$ cat src/rtl/pipe_ctrl_stage_pkg.sv
// Shared control-bundle layout, forwarding encodings and bubble constants
// for the pipeline control stage.
package pipe_ctrl_stage_pkg;

  localparam int unsigned EX_W  = 4;
  localparam int unsigned MEM_W = 3;
  localparam int unsigned WB_W  = 2;
  localparam int unsigned FWD_W = 2;

  localparam int unsigned EX_REGDST    = 3;
  localparam int unsigned EX_ALUSRC    = 0;
  localparam int unsigned MEM_MEMREAD  = 2;
  localparam int unsigned MEM_MEMWRITE = 1;
  localparam int unsigned MEM_MEMTOREG = 0;
  localparam int unsigned WB_REGWRITE  = 1;
  localparam int unsigned WB_MEMTOREG  = 0;

  localparam logic [FWD_W-1:0] FWD_RF  = 2'b00;
  localparam logic [FWD_W-1:0] FWD_MEM = 2'b10;
  localparam logic [FWD_W-1:0] FWD_WB  = 2'b01;

  typedef struct packed {
    logic [EX_W-1:0]  ex;
    logic [MEM_W-1:0] mem;
    logic [WB_W-1:0]  wb;
  } ctrl_t;

  localparam logic [EX_W-1:0]  EX_BUBBLE   = '0;
  localparam logic [MEM_W-1:0] MEM_BUBBLE  = '0;
  localparam logic [WB_W-1:0]  WB_BUBBLE   = '0;
  localparam ctrl_t            CTRL_BUBBLE = '{ex: EX_BUBBLE, mem: MEM_BUBBLE, wb: WB_BUBBLE};

endpackage

$ cat src/rtl/pipe_ctrl_stage_forwarding_unit.sv
// EX-stage operand forwarding selects; EX/MEM results take precedence over MEM/WB.
module forwarding_unit
  import pipe_ctrl_stage_pkg::*;
#(
  parameter int unsigned REG_W = 5
) (
  input  logic [REG_W-1:0] ex_rs,
  input  logic [REG_W-1:0] ex_rt,
  input  logic [REG_W-1:0] mem_dest,
  input  logic             mem_regwrite,
  input  logic [REG_W-1:0] wb_dest,
  input  logic             wb_regwrite,
  output logic [FWD_W-1:0] fwd_a,
  output logic [FWD_W-1:0] fwd_b
);

  logic mem_live;
  logic wb_live;

  // Writes to $0 are never forwarded.
  assign mem_live = mem_regwrite && (mem_dest != '0);
  assign wb_live  = wb_regwrite  && (wb_dest  != '0);

  function automatic logic [FWD_W-1:0] select_src(input logic [REG_W-1:0] src);
    if (mem_live && (mem_dest == src)) return FWD_MEM;
    if (wb_live  && (wb_dest  == src)) return FWD_WB;
    return FWD_RF;
  endfunction

  always_comb begin
    fwd_a = FWD_RF;
    fwd_b = FWD_RF;
    fwd_a = select_src(ex_rs);
    fwd_b = select_src(ex_rt);
  end

endmodule

$ cat src/rtl/pipe_ctrl_stage.sv
// ID/EX, EX/MEM, MEM/WB control registers with load-use stall, branch/jump
// squash, forwarding selects and saturating stall/flush counters.
module pipe_ctrl_stage
  import pipe_ctrl_stage_pkg::*;
#(
  parameter int unsigned CNT_W = 16,
  parameter int unsigned REG_W = 5
) (
  input  logic             clk,
  input  logic             rst,
  input  logic             id_valid,
  input  logic [EX_W-1:0]  id_ex,
  input  logic [MEM_W-1:0] id_mem,
  input  logic [WB_W-1:0]  id_wb,
  input  logic             id_jump,
  input  logic [REG_W-1:0] id_rs,
  input  logic [REG_W-1:0] id_rt,
  input  logic [REG_W-1:0] id_rd,
  input  logic             ex_taken,
  output logic [EX_W-1:0]  ex_ctrl,
  output logic [MEM_W-1:0] mem_ctrl,
  output logic [WB_W-1:0]  wb_ctrl,
  output logic [REG_W-1:0] ex_rs,
  output logic [REG_W-1:0] ex_rt,
  output logic [FWD_W-1:0] fwd_a,
  output logic [FWD_W-1:0] fwd_b,
  output logic [REG_W-1:0] wb_dest,
  output logic             pc_write,
  output logic             ifid_write,
  output logic             ifid_flush,
  output logic [CNT_W-1:0] stall_count,
  output logic [CNT_W-1:0] flush_count
);

  ctrl_t            idex;
  logic [REG_W-1:0] idex_rd;
  logic [MEM_W-1:0] exmem_mem;
  logic [WB_W-1:0]  exmem_wb;
  logic [REG_W-1:0] mem_dest;
  logic [WB_W-1:0]  memwb_wb;

  logic             stall;
  logic             flush;
  logic             idex_bubble;
  logic [REG_W-1:0] ex_dest;

  // Hazard detection; a taken branch and reset both override the stall.
  always_comb begin
    stall       = 1'b0;
    flush       = 1'b0;
    idex_bubble = 1'b0;
    if (!rst) begin
      stall = !ex_taken && id_valid && idex.mem[MEM_MEMREAD] && (ex_rt != '0) &&
              ((ex_rt == id_rs) || (ex_rt == id_rt));
      flush = ex_taken || (id_jump && id_valid && !stall);
    end
    idex_bubble = ex_taken || stall || !id_valid;
  end

  assign pc_write   = !stall;
  assign ifid_write = !stall;
  assign ifid_flush = flush;

  assign ex_dest = idex.ex[EX_REGDST] ? idex_rd : ex_rt;

  always_ff @(posedge clk) begin
    if (rst) begin
      idex      <= CTRL_BUBBLE;
      ex_rs     <= '0;
      ex_rt     <= '0;
      idex_rd   <= '0;
      exmem_mem <= MEM_BUBBLE;
      exmem_wb  <= WB_BUBBLE;
      mem_dest  <= '0;
      memwb_wb  <= WB_BUBBLE;
      wb_dest   <= '0;
    end else begin
      if (idex_bubble) begin
        idex    <= CTRL_BUBBLE;
        ex_rs   <= '0;
        ex_rt   <= '0;
        idex_rd <= '0;
      end else begin
        idex    <= '{ex: id_ex, mem: id_mem, wb: id_wb};
        ex_rs   <= id_rs;
        ex_rt   <= id_rt;
        idex_rd <= id_rd;
      end
      exmem_mem <= idex.mem;
      exmem_wb  <= idex.wb;
      mem_dest  <= ex_dest;
      memwb_wb  <= exmem_wb;
      wb_dest   <= mem_dest;
    end
  end

  // Saturating event counters.
  always_ff @(posedge clk) begin
    if (rst) begin
      stall_count <= '0;
      flush_count <= '0;
    end else begin
      if (stall && (stall_count != '1)) stall_count <= stall_count + CNT_W'(1);
      if (flush && (flush_count != '1)) flush_count <= flush_count + CNT_W'(1);
    end
  end

  assign ex_ctrl  = idex.ex;
  assign mem_ctrl = exmem_mem;
  assign wb_ctrl  = memwb_wb;

  forwarding_unit #(
    .REG_W (REG_W)
  ) u_fwd (
    .ex_rs        (ex_rs),
    .ex_rt        (ex_rt),
    .mem_dest     (mem_dest),
    .mem_regwrite (exmem_wb[WB_REGWRITE]),
    .wb_dest      (wb_dest),
    .wb_regwrite  (memwb_wb[WB_REGWRITE]),
    .fwd_a        (fwd_a),
    .fwd_b        (fwd_b)
  );

endmodule

$ cat config.mk
export PLATFORM = sky130hd
export DESIGN_NAME = pipe_ctrl_stage
export DESIGN_NICKNAME = d
export VERILOG_FILES = /design/src/rtl/pipe_ctrl_stage_pkg.sv /design/src/rtl/pipe_ctrl_stage_forwarding_unit.sv /design/src/rtl/pipe_ctrl_stage.sv
export SDC_FILE = /design/constraint.sdc
export NUM_CORES = 1
export LEC_CHECK = 0
export CAP_MARGIN = 5
export CORE_UTILIZATION = 48
export CTS_CLUSTER_SIZE = 28
export DETAILED_ROUTE_END_ITERATION = 10
export PLACE_DENSITY = 0.8
export SLEW_MARGIN = 20
export SYNTH_ARGS = -nofsm -noshare
export SYNTH_HDL_FRONTEND = slang
export SYNTH_HIERARCHICAL = 1
export SYNTH_SLANG_ARGS = --single-unit
export TNS_END_PERCENT = 100
$ cat constraint.sdc
create_clock -name clk -period 2.9 [get_ports clk]
set_input_delay 0.435 -clock clk [delete_from_list [all_inputs] [get_ports clk]]
set_output_delay 0.435 -clock clk [all_outputs]
set_load 0.01 [all_outputs]
==> flow_metrics.tcl, run 1 <==
set metrics [dict create \
    final.setup_skew_ps 4.69 \
    via_per_instance_ratio 5.60 \
    synth_enable_flop_cells 0 \
    design.final.nets 467 \
    regToRegEndpoint "flush_count[5]$_SDFFE_PP0P_" \
    clkTransAtPathRegs_ps 80 \
    grt_start_max_net_pins 51 \
    yosys.area_share.xor_xnor_pct 9.74 \
    non_filler_cells_final 518 \
    yosys.area_share.simple_pct 26.6 \
    grt_setup_unrepaired "false" \
    cp.required_ps 2470 \
    worstHoldEndpoint "exmem_wb[0]$_SDFF_PP0_" \
    crit_type "in -> out" \
    min_path_cells 1 \
    diodes 0 \
    clock_tree.buffer_depth 2 \
    synth_top_family_by_area "simple AND/OR/NAND/NOR gates" \
    worstSkewPairLatency_ps 340 \
    numClockSinks 73 \
    routed-via-count 2899 \
    max_slew.worst_pin.slew_ps 842 \
    number_of_synthesized_register_bits 73 \
    synth_top_flop_cell "dfxtp_1" \
    grt_pass1_vias 2846 \
    critical_path.endpoint_type "primary output" \
    synth_cell_types 45 \
    core_area_mm2 0.00642 \
    yosys.area_share.adder_pct 0.773 \
    io_buffers 91 \
    routed_wl_um 7870 \
    worstRegToRegCells 6 \
    syn_to_final_growth_pct 39.8 \
    wire_length_of_the_first_global_routing_pass_um 13100 \
    mux_contribution_to_synthesized_area_pct 2.90 \
    post_synth.cell_area_avg_um2 9.41 \
    worst-endpoint-arrival_ps 2390 \
    finalSetupViolCount 0 \
    post-dp-hpwl_um 5420 \
    start_util_pct 50.4 \
    cts_hold_buffers 0 \
    power.ir.vdd_worst_uv 257 \
    failing_checks "DRC" \
    syn_nets 375 \
    rd_place_congestion 0.829 \
    hold_class "reg -> reg" \
    antenna_found_initial 0 \
    timing_max_transition_violations_final 0 \
    min_from "idex[0]$_SDFF_PP0_" \
    slew_headroom_pct 43.8 \
    cp_max_fo 8 \
    maxCapViolations 0 \
    critical_path.startpoint_type "input pin" \
    drive_gt1_share_pct 9.52 \
    fmax_mhz 354 \
    period_needed_ps 2820 \
    yosysWarningCount 6 \
    ioPinCount 92 \
    grt_usage_pct 23.2 \
    synth.yosys.seq_area_share_pct 45.1 \
    r2r_start "flush_count[7]$_SDFFE_PP0P_" \
    finalCoreUtilization_pct 70.4 \
    report.final.hold_viol_count 0 \
    final.setup.tns_ps 0 \
    cts_htree_levels 3 \
    drt_first_pass_iters 9 \
    wl_per_cell_um 15.2 \
    globalRoute.totalOverflow 0 \
    cts_inserted_buffers 9 \
    post-route-period-util_pct 97.3 \
    synth_compound_area_share_pct 10.9 \
    power.density_cell_area_mw_per_mm2 511 \
    power.static_leakage_nw 1.61 \
    clk_root_buffer_cell "clkbuf_8" \
    syn-cell-area_mm2 0.00324 \
    detailedRoute.firstIterationViolations 98 \
    outcome "finished, violations left" \
    cts_tree "done" \
    die_area_mm2 0.00708 \
    row_count 29 \
    drtAntennaViolNets 0 \
    async_reset_ff_share_pct 0 \
    die_h_um 84.1 \
    remaining_drc_errors 16 \
    reg2reg_slack_ps 480 \
    fp.dieW_um 84.1 \
    n_fill_cell 477 \
    placed_cells 501 \
    post_synth_inst_count 344 \
]
-- report_power, final --
group	internal (mW)	leakage (nW)	total, mW	switching (mW)
sequential	1.02	0.592	1.03	0.0149
combinational	0.0865	0.877	0.154	0.0672
clock	0.747	0.140	1.13	0.382
-- through the flow --
step	hold WS, ps	worst slack, ps	cell area, µm²	total power, mW
floorplan	414	646	3240	1.13
global placement	420	49.2	4220	1.20
detailed placement	436	27.5	4220	1.21
CTS	455	18.8	4520	2.33
global route	468	22.9	4520	2.40
finish	448	78.0	4520	2.31
-- cell usage in the layout (no fill, tap or decap), types with 2 or more instances in the layout --
cell	instances
clkdlybuf4s50_1	89
dfxtp_1	71
xnor2_1	26
and2_1	26
nand3_1	21
a21oi_1	20
nor2_1	17
nand2_1	16
nor2b_1	15
or4_1	13
o31ai_1	12
nand4_1	10
xor2_1	10
buf_4	10
o21ai_0	9
clkbuf_8	9
or3_1	7
and3_1	6
mux2i_1	6
bufinv_16	5
inv_1	4
and4_1	3
mux2_2	3
o311ai_0	2
nor4b_1	2
ha_1	2
dfxtp_2	2
nor4_1	2
nor4_2	2
-- cell families after synthesis --
group                    after synthesis
flip-flops                            73
adder cells (fa/ha/maj)                2
AND/OR/NAND/NOR                      147
multiplexers                           9
XOR/XNOR                              36
buffers and inverters                 25
AO/OA/AOI/OAI                         52
-- synth_stat cells (2+ instances only) --
cell | count | area [µm²]
mux2i_1 | 6 | 60.1
or3_1 | 7 | 43.8
xnor2_1 | 26 | 228
inv_1 | 4 | 15.0
xor2_1 | 10 | 87.6
o21ai_0 | 9 | 45.0
nor2_1 | 17 | 63.8
o31ai_1 | 12 | 90.1
mux2_2 | 3 | 33.8
clkbuf_1 | 9 | 33.8
and4_1 | 3 | 26.3
buf_2 | 5 | 25.0
nor2b_1 | 15 | 93.8
and2_1 | 26 | 163
and3_1 | 6 | 37.5
o311ai_0 | 2 | 17.5
nor4_2 | 2 | 25.0
or4_1 | 13 | 97.6
a21oi_1 | 20 | 100
nand4_1 | 10 | 62.6
nor4_1 | 2 | 12.5
nor4b_1 | 2 | 17.5
nand3_1 | 21 | 105
ha_1 | 2 | 25.0
dfxtp_1 | 73 | 1460
buf_4 | 5 | 37.5
nand2_1 | 16 | 60.1
-- per-layer routing --
metal	global-route usage, %	up-vias	share of wire (%)
met1	27.1	1352	43
met4	12.1	0	2.9
li1	-	1414	-
met5	0	-	0
met2	39.3	109	47
met3	5.93	24	7.2
-- state kept, by name, indices dropped and copies added (netlist names) --
register     cells
flush_count     16
stall_count     16
ex_rs            5
ex_rt            5
idex             5
idex_rd          5
mem_dest         5
wb_dest          5
ex_ctrl          4
mem_ctrl         3
exmem_wb         2
wb_ctrl          2
-- cell type report --
| class | instances | area, µm² | share of cell area, % |
|---|---|---|---|
| Sequential cell | 73 | 1460 | 32.4 |
| Clock inverter | 7 | 166 | 3.68 |
| Timing Repair Buffer | 102 | 1000 | 22.2 |
| Clock buffer | 9 | 124 | 2.74 |
| Tap cell | 77 | 96.3 | 2.13 |
| Inverter | 4 | 15.0 | 0.332 |
| Multi-Input combinational cell | 246 | 1660 | 36.6 |
-- critical path, stage by stage --
cell	delay, ps
clkdlybuf4s50_1	490
xnor2_1	130
nand3_1	120
o22ai_2	250
buf_4	190
nand3b_1	210
clkdlybuf4s50_1	550
-- timing repair --
action	CTS	global route
buffers inserted	1	0
gates resized for setup	3	1
pin swaps	1	0
setup endpoints to repair	3	1
-- how the worst max path moves through the flow --
stage | from | end | cells after the start
after floorplan | ex_rt[3]$_SDFF_PP0_ | stall_count[14]$_SDFFE_PP0P_ | 7
after global placement | id_rs[4] | ifid_write | 7
after global routing | id_rs[0] | ifid_write | 7
after CTS | ex_rt[0]$_SDFF_PP0_ | ifid_flush | 6
after detailed placement | id_rs[4] | pc_write | 7
final | id_rs[4] | ifid_write | 7
Note: power is estimated with default switching activity, not from simulation.
==> run 2: changes to the inputs <==
- REMOVE_ABC_BUFFERS: default -> 1
==> run 2 against run 1 <==
The flow still finishes with violations (DRC). Final cell count unchanged. Via count is 1.1% lower. Register-to-register slack about the same. Core utilization is 1.6 points lower. Combinational power hardly changed. Highest routed layer unchanged.
==> flow_metrics.tcl, run 2 (synthesized netlist as in run 1, its figures left out) <==
set metrics [dict create \
    ioPinCount 92 \
    slew_headroom_pct 42.6 \
    globalRoute.totalOverflow 0 \
    outcome "finished, violations left" \
    largest_registers "flush_count x16, stall_count x16" \
    fp.dieW_um 84.1 \
    final_total_pwr_mw 1.90 \
    design.final.nets 467 \
    routed-wl-met2_um 3830 \
    hold_class "reg -> reg" \
    clkTransAtPathRegs_ps 80 \
    timing_max_transition_violations_final 0 \
    placement.cell_area_mm2 0.00422 \
    grt_start_max_net_pins 51 \
    critical_path.startpoint "id_rs[0]" \
    n_fill_cell 514 \
    power.density_cell_area_mw_per_mm2 430 \
    fmax_mhz 364 \
    post-dp-hpwl_um 5350 \
    cts_tree "done" \
    drt_first_pass_iters 7 \
    post-route-period-util_pct 94.9 \
    via_per_instance_ratio 5.53 \
    crit_type "in -> out" \
    period_needed_ps 2750 \
    multi_input_area_mm2 0.00166 \
    diodes 0 \
    clock_tree.buffer_depth 2 \
    worstSkewPairLatency_ps 350 \
    numClockSinks 73 \
    antenna_found_initial 0 \
    layout_common_cells "clkdlybuf4s50_1, dfxtp_1, xnor2_1, and2_1, nand3_1" \
    grt_usage_pct 21.8 \
    die_h_um 84.1 \
    cts.repair.resized 3 \
    drtAntennaViolNets 0 \
    power.ir.vdd_worst_uv 249 \
    routed_wl_um 7620 \
    report.final.hold_viol_count 0 \
    r2r_start "ex_rt[1]$_SDFF_PP0_" \
    min_from "idex[1]$_SDFF_PP0_" \
    clk_root_buffer_cell "clkbuf_8" \
    cp_max_fo 8 \
    area.sequential_mm2 0.00146 \
    finalSetupViolCount 0 \
    maxCapViolations 0 \
    start_util_pct 50.4 \
    remaining_drc_errors 12 \
    max_slew.worst_pin.slew_ps 861 \
    final.setup.tns_ps 0 \
    critical_path.startpoint_type "input pin" \
    layout.cells.most_common "clkdlybuf4s50_1" \
    grt_pass1_vias 2644 \
    rd_place_congestion 0.836 \
    failing_checks "DRC" \
    met1_length_um 3290 \
    layout.cell_area.non_filler_mm2 0.00442 \
    top_layer_used "met4" \
    worst-endpoint-arrival_ps 2320 \
    row_count 29 \
    cts_hold_buffers 0 \
    cts_htree_levels 3 \
    cts_inserted_buffers 9 \
    die_area_mm2 0.00708 \
    power.static_leakage_nw 1.60 \
    final.setup_skew_ps 14.4 \
    fin_hold_ws_ps 439 \
    io_buffers 91 \
    routed-via-count 2867 \
    post-cts-setup-buffer-count 0 \
    core_area_mm2 0.00642 \
    critical_path.endpoint_type "primary output" \
    syn_to_final_growth_pct 36.6 \
    detailedRoute.firstIterationViolations 125 \
    drive_gt1_share_pct 9.52 \
    wl_per_cell_um 14.7 \
    grt_setup_unrepaired "false" \
    met3WireLength_um 380 \
    cp.required_ps 2470 \
    wire_length_of_the_first_global_routing_pass_um 12300 \
]
## run 2: changes by cell type in the layout (fill, tap and decap cells not counted), sizes merged
cell           previous run  this run
clkinv                    1         5
dlymetal6s2s              1         2
clkbuf                    9        10
bufinv                    5         0
dlygate4sd2               0         1
clkdlybuf4s50            89        87
## run 2: final timing paths
check	cells past startpoint	slack, ps	endpoint
min reg2reg	1	440	exmem_wb[1]$_SDFF_PP0_
max	7	150	ifid_write
min	1	440	exmem_wb[1]$_SDFF_PP0_
max reg2reg	9	470	stall_count[14]$_SDFFE_PP0P_
## run 2: worst max-delay path: stages
cell and delay (ps):
clkdlybuf4s50_1 510, xnor2_1 130, nand3_1 110, o22ai_2 250, buf_4 200, nand3b_1 170, clkdlybuf4s50_1 530
## run 2: metal layers
metal | GRT usage, % | vias to the layer above
met5 | 0 | -
met4 | 8.78 | 0
met3 | 4.85 | 13
met2 | 38.5 | 79
met1 | 25.6 | 1370
li1 | - | 1405
## run 2: stage by stage
step,worst slack (ps),util [%],instances
after global routing,19.3,68.9,518
after CTS,63.9,68.7,518
after detailed placement,81.4,65.8,502
after global placement,142,65.8,502
final,149,68.9,518
after floorplan,455,-,323
## run 2: final cells by class
class,count,share of cell area [%]
Multi-Input combinational cell,246,37.6
Sequential cell,73,33.1
Timing Repair Buffer,102,22.7
Clock buffer,10,3.11
Tap cell,77,2.18
Clock inverter,6,0.990
Inverter,4,0.339
## run 2: where the power goes
part	switching [mW]	leakage, nW	internal (mW)	total (mW)
logic	0.0679	0.917	0.0864	0.154
clock network	0.381	0.0922	0.335	0.715
registers	0.0145	0.591	1.02	1.03
==> run 3: changes to the inputs <==
- CORE_MARGIN: default -> 3
==> run 3 against run 2 <==
The flow now finishes without violations. Sequential share of layout area is 0.075 points lower. Critical path depth decreased by 1. Register-to-register slack gained 20 ps. Combinational power is essentially flat. Hold slack got worse by 3.6 ps. Global-route usage is 0.86 points lower. Maximum frequency down 2.9%. Count of clock-buffer cells in the layout increased by 2. Clock skew decreased by 0.83 ps. Critical path type is now reg -> out.
==> flow_metrics.tcl, run 3 (synthesized netlist as in run 1, its figures left out) <==
set metrics [dict create \
    outcome "finished, final reports clean" \
    setup_slack_ps 66.8 \
    antenna_found_initial 0 \
    ioPinCount 92 \
    row_count 29 \
    final.setup_skew_ps 13.6 \
    start_util_pct 50.1 \
    critical_path.endpoint_type "primary output" \
    power.ir.vdd_worst_uv 257 \
    cts_htree_levels 3 \
    slew_headroom_pct 46.0 \
    critical_path.startpoint_type "flip-flop" \
    crit_chain "or4_4 -> o2111ai_4 -> nand2b_1 -> a31oi_1 -> nor2_1 -> clkdlybuf4s50_1" \
    routed-via-count 2879 \
    placement.cell_area_mm2 0.00424 \
    hold_class "reg -> reg" \
    final.setup.tns_ps 0 \
    maxCapViolations 0 \
    io_buffers 91 \
    grt_usage_pct 20.9 \
    cts_hold_buffers 0 \
    timing_max_transition_violations_final 0 \
    max_stage_delay_ps 540 \
    finalSetupViolCount 0 \
    period_needed_ps 2830 \
    wire_length_of_the_first_global_routing_pass_um 12900 \
    worstSkewPairLatency_ps 340 \
    remaining_drc_errors 0 \
    via_per_instance_ratio 5.52 \
    clk_root_buffer_cell "clkbuf_8" \
    detailedRoute.firstIterationViolations 149 \
    cts_tree "done" \
    layout.cell_area.non_filler_mm2 0.00443 \
    drive_gt1_share_pct 9.44 \
    clkTransAtPathRegs_ps 70 \
    layout.cells.most_common "clkdlybuf4s50_1" \
    syn_to_final_growth_pct 37.0 \
    globalRoute.totalOverflow 0 \
    numClockSinks 73 \
    die_area_mm2 0.00777 \
    cts_inserted_buffers 9 \
    report.final.hold_viol_count 0 \
    drtAntennaViolNets 0 \
    power.density_cell_area_mw_per_mm2 426 \
    power.static_leakage_nw 1.58 \
    layout_common_cells "clkdlybuf4s50_1, dfxtp_1, xnor2_1, and2_1, nand3_1" \
    diodes 0 \
    post-dp-hpwl_um 5810 \
    worst-endpoint-arrival_ps 2400 \
    design.final.nets 471 \
    fmax_mhz 353 \
    die_h_um 88.1 \
    wl_per_cell_um 15.4 \
    largest_registers "flush_count x16, stall_count x16" \
    grt_start_max_net_pins 51 \
    fp.dieW_um 88.1 \
    core_area_mm2 0.00646 \
    cp.required_ps 2470 \
    grt_setup_unrepaired "true" \
    cp_slowest_cell "or4_4" \
    routed_wl_um 8020 \
    clock_tree.buffer_depth 2 \
    crit_type "reg -> out" \
    grt_pass1_vias 2727 \
    final_total_pwr_mw 1.89 \
    post-place-ws_ps 130 \
    post-route-period-util_pct 97.7 \
    cp_max_fo 4 \
    drt_first_pass_iters 4 \
    max_slew.worst_pin.slew_ps 810 \
    rd_place_congestion 0.890 \
]
==> run 3: critical path, delay by kind of cell, from the launching register on <==
kind	cells	cell delay, ps
AOI/OAI and AO/OA	2	400
buffers and inverters	1	540
DFF	1	310
and+or+nand+nor	3	820
==> run 3: repair_timing <==
action | CTS | global route
resized for setup | 0 | 3
endpoints found under the setup margin | 0 | 4
setup buffers | 0 | 2
hold endpoints to repair | 0 | 0
==> run 3: area by class of cell <==
type                    instances  area [µm²]
fillers                       502        2030
multi-input cells             246        1650
flip-flops and latches         73        1460
repair buffers                106        1040
clock buffers                  12         145
well taps                      77        96.3
clock inverters                 4        28.8
inverters                       4        15.0
==> run 3: where the power goes <==
group          leakage [nW]  internal, mW  total (mW)  switching [mW]
logic                 0.902        0.0875       0.156          0.0684
clock network        0.0826         0.335       0.700           0.365
registers             0.591          1.02        1.03          0.0140
==> run 3: worst paths after layout <==
kind	end	cells past startpoint	start	slack, ps
worst max register to register	flush_count[14]$_SDFFE_PP0P_	6	flush_count[6]$_SDFFE_PP0P_	490
worst min register to register	mem_ctrl[1]$_SDFF_PP0_	1	idex[3]$_SDFF_PP0_	440
worst min-delay path	mem_ctrl[1]$_SDFF_PP0_	1	idex[3]$_SDFF_PP0_	440
worst max-delay path	ifid_flush	6	ex_rt[2]$_SDFF_PP0_	70
==> run 3: routing by layer <==
metal  vias up  part of all wire (%)  track usage [%]
li1       1421                     -                -
met1      1347                    43             26.8
met2       104                    50             35.5
met3         7                   5.3             3.95
met4         0                  0.92             7.01
met5         -                     0                0
==> run 3: stage by stage <==
stage               util, %  hold slack, ps  std cells
finish                 68.6             436        522
global placement       65.6             417        504
global route           68.6             454        522
detailed placement     65.6             424        504
floorplan                 -             414        323
CTS                    68.3             441        520
